$ cat src/rtl/fpu_norm_pkg.sv
// Shared types and constants for the post-addition normalizer.
package fpu_norm_pkg;

  typedef enum logic [1:0] {
    IDLE,
    SHIFT,
    ADJUST,
    DONE
  } norm_state_t;

  localparam logic [7:0] EXP_MAX      = 8'hFF;
  localparam logic [7:0] EXP_MIN_NORM = 8'd1;
  localparam int         HIDDEN_BIT   = 23;
  localparam int         CARRY_BIT    = 24;

endpackage

$ cat src/rtl/subtract.sv
// FPU exponent subtractor: diff = exp1 - shifted_amount, borrow flags a wrap.
module subtract #(
  parameter int W = 8
) (
  input  logic [W-1:0] exp1,
  input  logic [W-1:0] shifted_amount,
  output logic [W-1:0] diff,
  output logic         borrow
);

  assign {borrow, diff} = {1'b0, exp1} - {1'b0, shifted_amount};

endmodule

$ cat src/rtl/fpu_norm_seq.sv
// Multi-cycle normalizer: one left shift per cycle, or a single carry right shift,
// then the shift count is taken off the exponent by the shared FPU subtractor.
module fpu_norm_seq
  import fpu_norm_pkg::*;
#(
  parameter int EXP_W  = 8,
  parameter int MANT_W = 24
) (
  input  logic              clk,
  input  logic              rst,
  input  logic              start,
  input  logic [EXP_W-1:0]  exp_in,
  input  logic [MANT_W:0]   mant_in,
  output logic              busy,
  output logic              out_valid,
  input  logic              out_ready,
  output logic [EXP_W-1:0]  exp_out,
  output logic [MANT_W-1:0] mant_out,
  output logic              sticky_out,
  output logic              zero,
  output logic              overflow,
  output logic              underflow
);

  norm_state_t state, state_next;

  logic [MANT_W-1:0] mant;
  logic [EXP_W-1:0]  e_eff;
  logic [EXP_W-1:0]  exp_in_q;
  logic [EXP_W-1:0]  cnt;

  logic [EXP_W-1:0]  exp_q;
  logic [MANT_W-1:0] mant_q;
  logic              sticky_q, zero_q, overflow_q, underflow_q;

  logic [EXP_W-1:0]  e_eff_in;
  logic [EXP_W-1:0]  exp_inc;
  logic [EXP_W-1:0]  sub_diff;
  logic              sub_borrow;
  logic              shift_stop;
  logic              shift_last;

  assign e_eff_in = (exp_in == '0) ? EXP_MIN_NORM : exp_in;
  assign exp_inc  = exp_in + EXP_W'(1);

  subtract #(.W(EXP_W)) u_subtract (
    .exp1           (e_eff),
    .shifted_amount (cnt),
    .diff           (sub_diff),
    .borrow         (sub_borrow)
  );

  // shift_last looks one shift ahead so the final shift lands directly in ADJUST.
  assign shift_stop = mant[HIDDEN_BIT] || (sub_diff <= EXP_MIN_NORM);
  assign shift_last = mant[HIDDEN_BIT-1] || (sub_diff <= (EXP_MIN_NORM + EXP_W'(1)));

  always_ff @(posedge clk) begin
    if (rst) begin
      state <= IDLE;
    end else begin
      state <= state_next;
    end
  end

  always_comb begin
    state_next = state;
    case (state)
      IDLE: begin
        if (start) begin
          if (mant_in == '0 || mant_in[CARRY_BIT]) begin
            state_next = DONE;
          end else if (mant_in[HIDDEN_BIT] || e_eff_in <= EXP_MIN_NORM) begin
            state_next = ADJUST;
          end else begin
            state_next = SHIFT;
          end
        end
      end
      SHIFT: begin
        if (shift_stop || shift_last) begin
          state_next = ADJUST;
        end
      end
      ADJUST: state_next = DONE;
      DONE: begin
        if (out_ready) begin
          state_next = IDLE;
        end
      end
      default: state_next = IDLE;
    endcase
  end

  always_comb begin
    busy       = (state != IDLE);
    out_valid  = (state == DONE);
    exp_out    = exp_q;
    mant_out   = mant_q;
    sticky_out = sticky_q;
    zero       = zero_q;
    overflow   = overflow_q;
    underflow  = underflow_q;
  end

  // Result registers are fully rewritten on every entry into DONE.
  always_ff @(posedge clk) begin
    if (rst) begin
      mant        <= '0;
      e_eff       <= '0;
      exp_in_q    <= '0;
      cnt         <= '0;
      exp_q       <= '0;
      mant_q      <= '0;
      sticky_q    <= 1'b0;
      zero_q      <= 1'b0;
      overflow_q  <= 1'b0;
      underflow_q <= 1'b0;
    end else begin
      case (state)
        IDLE: begin
          if (start) begin
            mant     <= mant_in[MANT_W-1:0];
            e_eff    <= e_eff_in;
            exp_in_q <= exp_in;
            cnt      <= '0;
            if (mant_in == '0) begin
              exp_q       <= '0;
              mant_q      <= '0;
              sticky_q    <= 1'b0;
              zero_q      <= 1'b1;
              overflow_q  <= 1'b0;
              underflow_q <= 1'b0;
            end else if (mant_in[CARRY_BIT]) begin
              zero_q      <= 1'b0;
              underflow_q <= 1'b0;
              if (exp_inc == EXP_MAX) begin
                exp_q      <= EXP_MAX;
                mant_q     <= '0;
                sticky_q   <= 1'b0;
                overflow_q <= 1'b1;
              end else begin
                exp_q      <= exp_inc;
                mant_q     <= mant_in[CARRY_BIT:1];
                sticky_q   <= mant_in[0];
                overflow_q <= 1'b0;
              end
            end
          end
        end
        SHIFT: begin
          if (!shift_stop) begin
            mant <= mant << 1;
            cnt  <= cnt + EXP_W'(1);
          end
        end
        ADJUST: begin
          assert (!sub_borrow);
          mant_q     <= mant;
          sticky_q   <= 1'b0;
          zero_q     <= 1'b0;
          overflow_q <= 1'b0;
          if (mant[HIDDEN_BIT]) begin
            exp_q       <= sub_diff;
            underflow_q <= 1'b0;
          end else begin
            exp_q       <= '0;
            underflow_q <= (cnt != '0) || (exp_in_q > EXP_MIN_NORM);
          end
        end
        default: ;
      endcase
    end
  end

endmodule

$ cat config.mk
export PLATFORM = sky130hd
export DESIGN_NAME = fpu_norm_seq
export DESIGN_NICKNAME = d
export VERILOG_FILES = /design/src/rtl/fpu_norm_pkg.sv /design/src/rtl/subtract.sv /design/src/rtl/fpu_norm_seq.sv
export SDC_FILE = /design/constraint.sdc
export NUM_CORES = 1
export LEC_CHECK = 0
export CAP_MARGIN = 25
export CORE_UTILIZATION = 48
export CTS_BUF_LIST = sky130_fd_sc_hd__clkbuf_16
export CTS_CLUSTER_DIAMETER = 40
export CTS_CLUSTER_SIZE = 28
export DETAILED_ROUTE_END_ITERATION = 6
export PLACE_DENSITY_LB_ADDON = 0.1
export SLEW_MARGIN = 20
export SYNTH_ARGS = -nofsm -noshare
export SYNTH_HDL_FRONTEND = slang
export SYNTH_SLANG_ARGS = --single-unit
export TNS_END_PERCENT = 20
$ cat constraint.sdc
create_clock -name clk -period 2.61 [get_ports clk]
set_input_delay 0.261 -clock clk [delete_from_list [all_inputs] [get_ports clk]]
set_output_delay 0.261 -clock clk [all_outputs]
set_load 0.02 [all_outputs]
==> impl_metrics.json <==
{
  "status": "finished, violations left",
  "violations": "design-rule violations",
  "drive_gt1_share_pct": 19.1,
  "setup_violations": 0,
  "routed_wl_mm": 12.8,
  "start_util_pct": 50.3,
  "fmax_mhz": 384,
  "synth-seq-cells": 85,
  "worstSetupStartpointType": "flop",
  "synth_area_um2": 4450,
  "rows": 34,
  "utilization_pct": 69.4,
  "area_growth_pct": 38.0,
  "place_hpwl_mm": 8.70,
  "worst_slew_pin_slew_ps": 574,
  "worstPathRequired_ps": 2870,
  "crit_type": "flop to flop",
  "min-delay-start": "rst",
  "grt_pass1_vias": 3990,
  "synthCells": 529,
  "antenna_left": 0,
  "wl_per_cell_um": 17.1,
  "via_per_inst": 5.95,
  "worstRegToRegCells": 12,
  "synth_area_leader_cell": "dfxtp_1",
  "synth_seq_area_share_pct": 38.2,
  "clk_latency_ps": 340,
  "worst_ep_arrival_time_ps": 2860,
  "synth_flop_cell": "dfxtp_1",
  "die_w_um": 98.3,
  "grt_use_total_pct": 25.0,
  "hold_viol_final": 0,
  "cp-end-kind": "flop",
  "crit_start": "e_eff[0]",
  "die_area_um2": 9660,
  "tritoncts": "done",
  "slew_violations": 0,
  "hold_path.class": "primary input to flop",
  "grt_max_degree": 68,
  "syn-num-nets": 583,
  "yosys-top-cells-area": "dfxtp_1 (38%), nor2_1 (7.0%), mux2i_1 (6.1%)",
  "irDropWorstVdd_mv": 0.699,
  "layout.nets": 690,
  "synth_top_area_share_pct": 38.2,
  "async_reset_ff_share_pct": 0,
  "clkSinkCount": 85,
  "die_y_um": 98.3,
  "path_clk_slew_ps": 70,
  "drv_cap": 0,
  "htree_levels": 3,
  "yosysUniqueCellTypes": 51,
  "ios": 75,
  "synth-edff-count": 0,
  "fin_crit_ps": 2600,
  "drt_iter0_drc": 264,
  "dr.pass1.iters": 7,
  "gp_congestion": 0.915,
  "grt_first_pass_wirelength_mm": 19.3,
  "synth_warnings": 0,
  "skew_ps": 9.66,
  "min_delay_path_depth": 2,
  "io_buffers": 74,
  "antenna_cells": 0,
  "core_um2": 8850,
  "rsz0062_at_grt": "true",
  "clk_path_buf_depth": 2,
  "drc": 5,
  "hold_ws_ps": 313,
  "avgSynthCellArea_um2": 8.41,
  "root_buffer": "clkbuf_16",
  "p_per_area_nw_per_um2": 1170,
  "finalCritPeriodShare_pct": 99.7,
  "antenna_found_initial": 0,
  "cp_max_fo": 7,
  "reg2reg_from": "e_eff[0]",
  "leakagePower_nw": 2.33,
  "vias": 4452,
  "maxSlewHeadroom_pct": 61.8,
  "nFillCells": 727,
  "cts_buffers": 9,
  "grt_overflow_total": 0
}
-- cell usage after synthesis (2+ instances only) --
library cell	number
xnor2_1	8
nor2_1	83
a311oi_1	2
o21a_1	3
o22ai_1	5
dfxtp_1	85
a221oi_1	24
nand3_1	8
clkbuf_1	25
o21ai_0	6
inv_1	21
or3_1	2
buf_6	2
o21ba_2	2
a32oi_1	2
nand2_1	44
nand2b_1	6
a21oi_2	2
nor2b_1	2
a211oi_2	9
nor4_1	7
nand4_1	7
a211o_1	2
xor2_1	5
a21oi_1	26
nor3_1	38
buf_2	6
and2_1	5
ha_1	16
o32ai_1	2
a21o_1	3
nor3b_1	4
or4_1	2
a211oi_1	21
mux2i_1	27
a311o_1	2
-- repair_timing --
action	in CTS	in global routing
setup endpoints to repair	34	34
pin swaps	0	19
resized for setup	5	31
setup buffers	0	2
hold buffers	0	0
cloned	0	6
-- routing by layer --
layer  GRT usage, %  wire (um)
met4           8.96        218
met2           38.0       5610
met1           35.7       6310
met3           4.15        680
met5              0          0
-- registers in the layout, summed over array words and instances (netlist names) --
signal	count
mant	24
mant_out	24
cnt	8
e_eff	8
exp_out	8
exp_in_q	7
state	2
overflow	1
sticky_out	1
underflow	1
zero	1
-- area by class of cell --
cell class	count	area, um^2	share of cell area (%)
multi-input cells	389	2670	43.5
flip-flops and latches	85	1700	27.7
clock buffers	9	225	3.67
inverters	21	78.8	1.28
clock inverters	6	71.3	1.16
repair buffers	130	1260	20.5
well taps	108	135	2.20
-- logic make-up after synthesis --
kind of cell	share of synthesized area, %
and+or+nand+nor	21.7
AOI/OAI and AO/OA	21.3
DFF	38.2
buffers and inverters	5.15
muxes	6.07
adders and majority gates	4.95
xor gates and xnor gates	2.56
-- power by group --
group,leakage (nW),switching [mW],total [mW],internal [mW]
Sequential,0.700,0.270,1.96,1.69
Combinational,1.49,2.17,3.96,1.79
Clock,0.139,0.551,1.30,0.745
Total,2.33,2.99,7.21,4.22
-- path summary, 6_finish.rpt --
path	end	slack, ps
max	mant[9]	7
min	exp_in_q[1]	310
max reg2reg	mant[9]	7
min reg2reg	exp_in_q[5]	460
-- critical path, stage by stage (launching register included) --
cell,delay [ps]
dfxtp_2,320
inv_2,50
ha_4,120
inv_2,30
fa_2,360
a211oi_2,280
o211a_1,190
a311oi_2,60
a21boi_4,200
a21oi_4,410
buf_6,220
nor2_1,60
a211oi_1,200
-- placed cells by master (no fill, tap or decap), types with 5 or more instances in the layout --
master / n
nor2_2: 10
a211oi_1: 12
dfxtp_1: 83
nor3_1: 38
mux2i_1: 27
clkdlybuf4s50_1: 73
clkbuf_16: 12
buf_4: 47
o21ai_0: 6
and2_1: 5
a221oi_1: 24
a21oi_1: 26
xnor2_1: 8
nor4_1: 7
nand4_1: 7
nand2b_1: 6
a211oi_2: 18
nand3_1: 8
nor2_1: 71
ha_1: 14
nand2_1: 44
xor2_1: 5
inv_1: 19
-- through the flow --
step	TNS [ps]	cell area (um^2)	setup WS, ps	std cells	power (mW)
after global placement	-5.31	5590	-2.67	725	5.17
after CTS	0	5910	2.84	740	6.59
after floorplan	0	4450	72.1	529	4.10
after global routing	-930	6140	-87.4	748	7.59
final	0	6140	6.72	748	7.21
after detailed placement	-2640	5590	-151	725	5.26
Note: power is estimated with default switching activity, not from simulation.
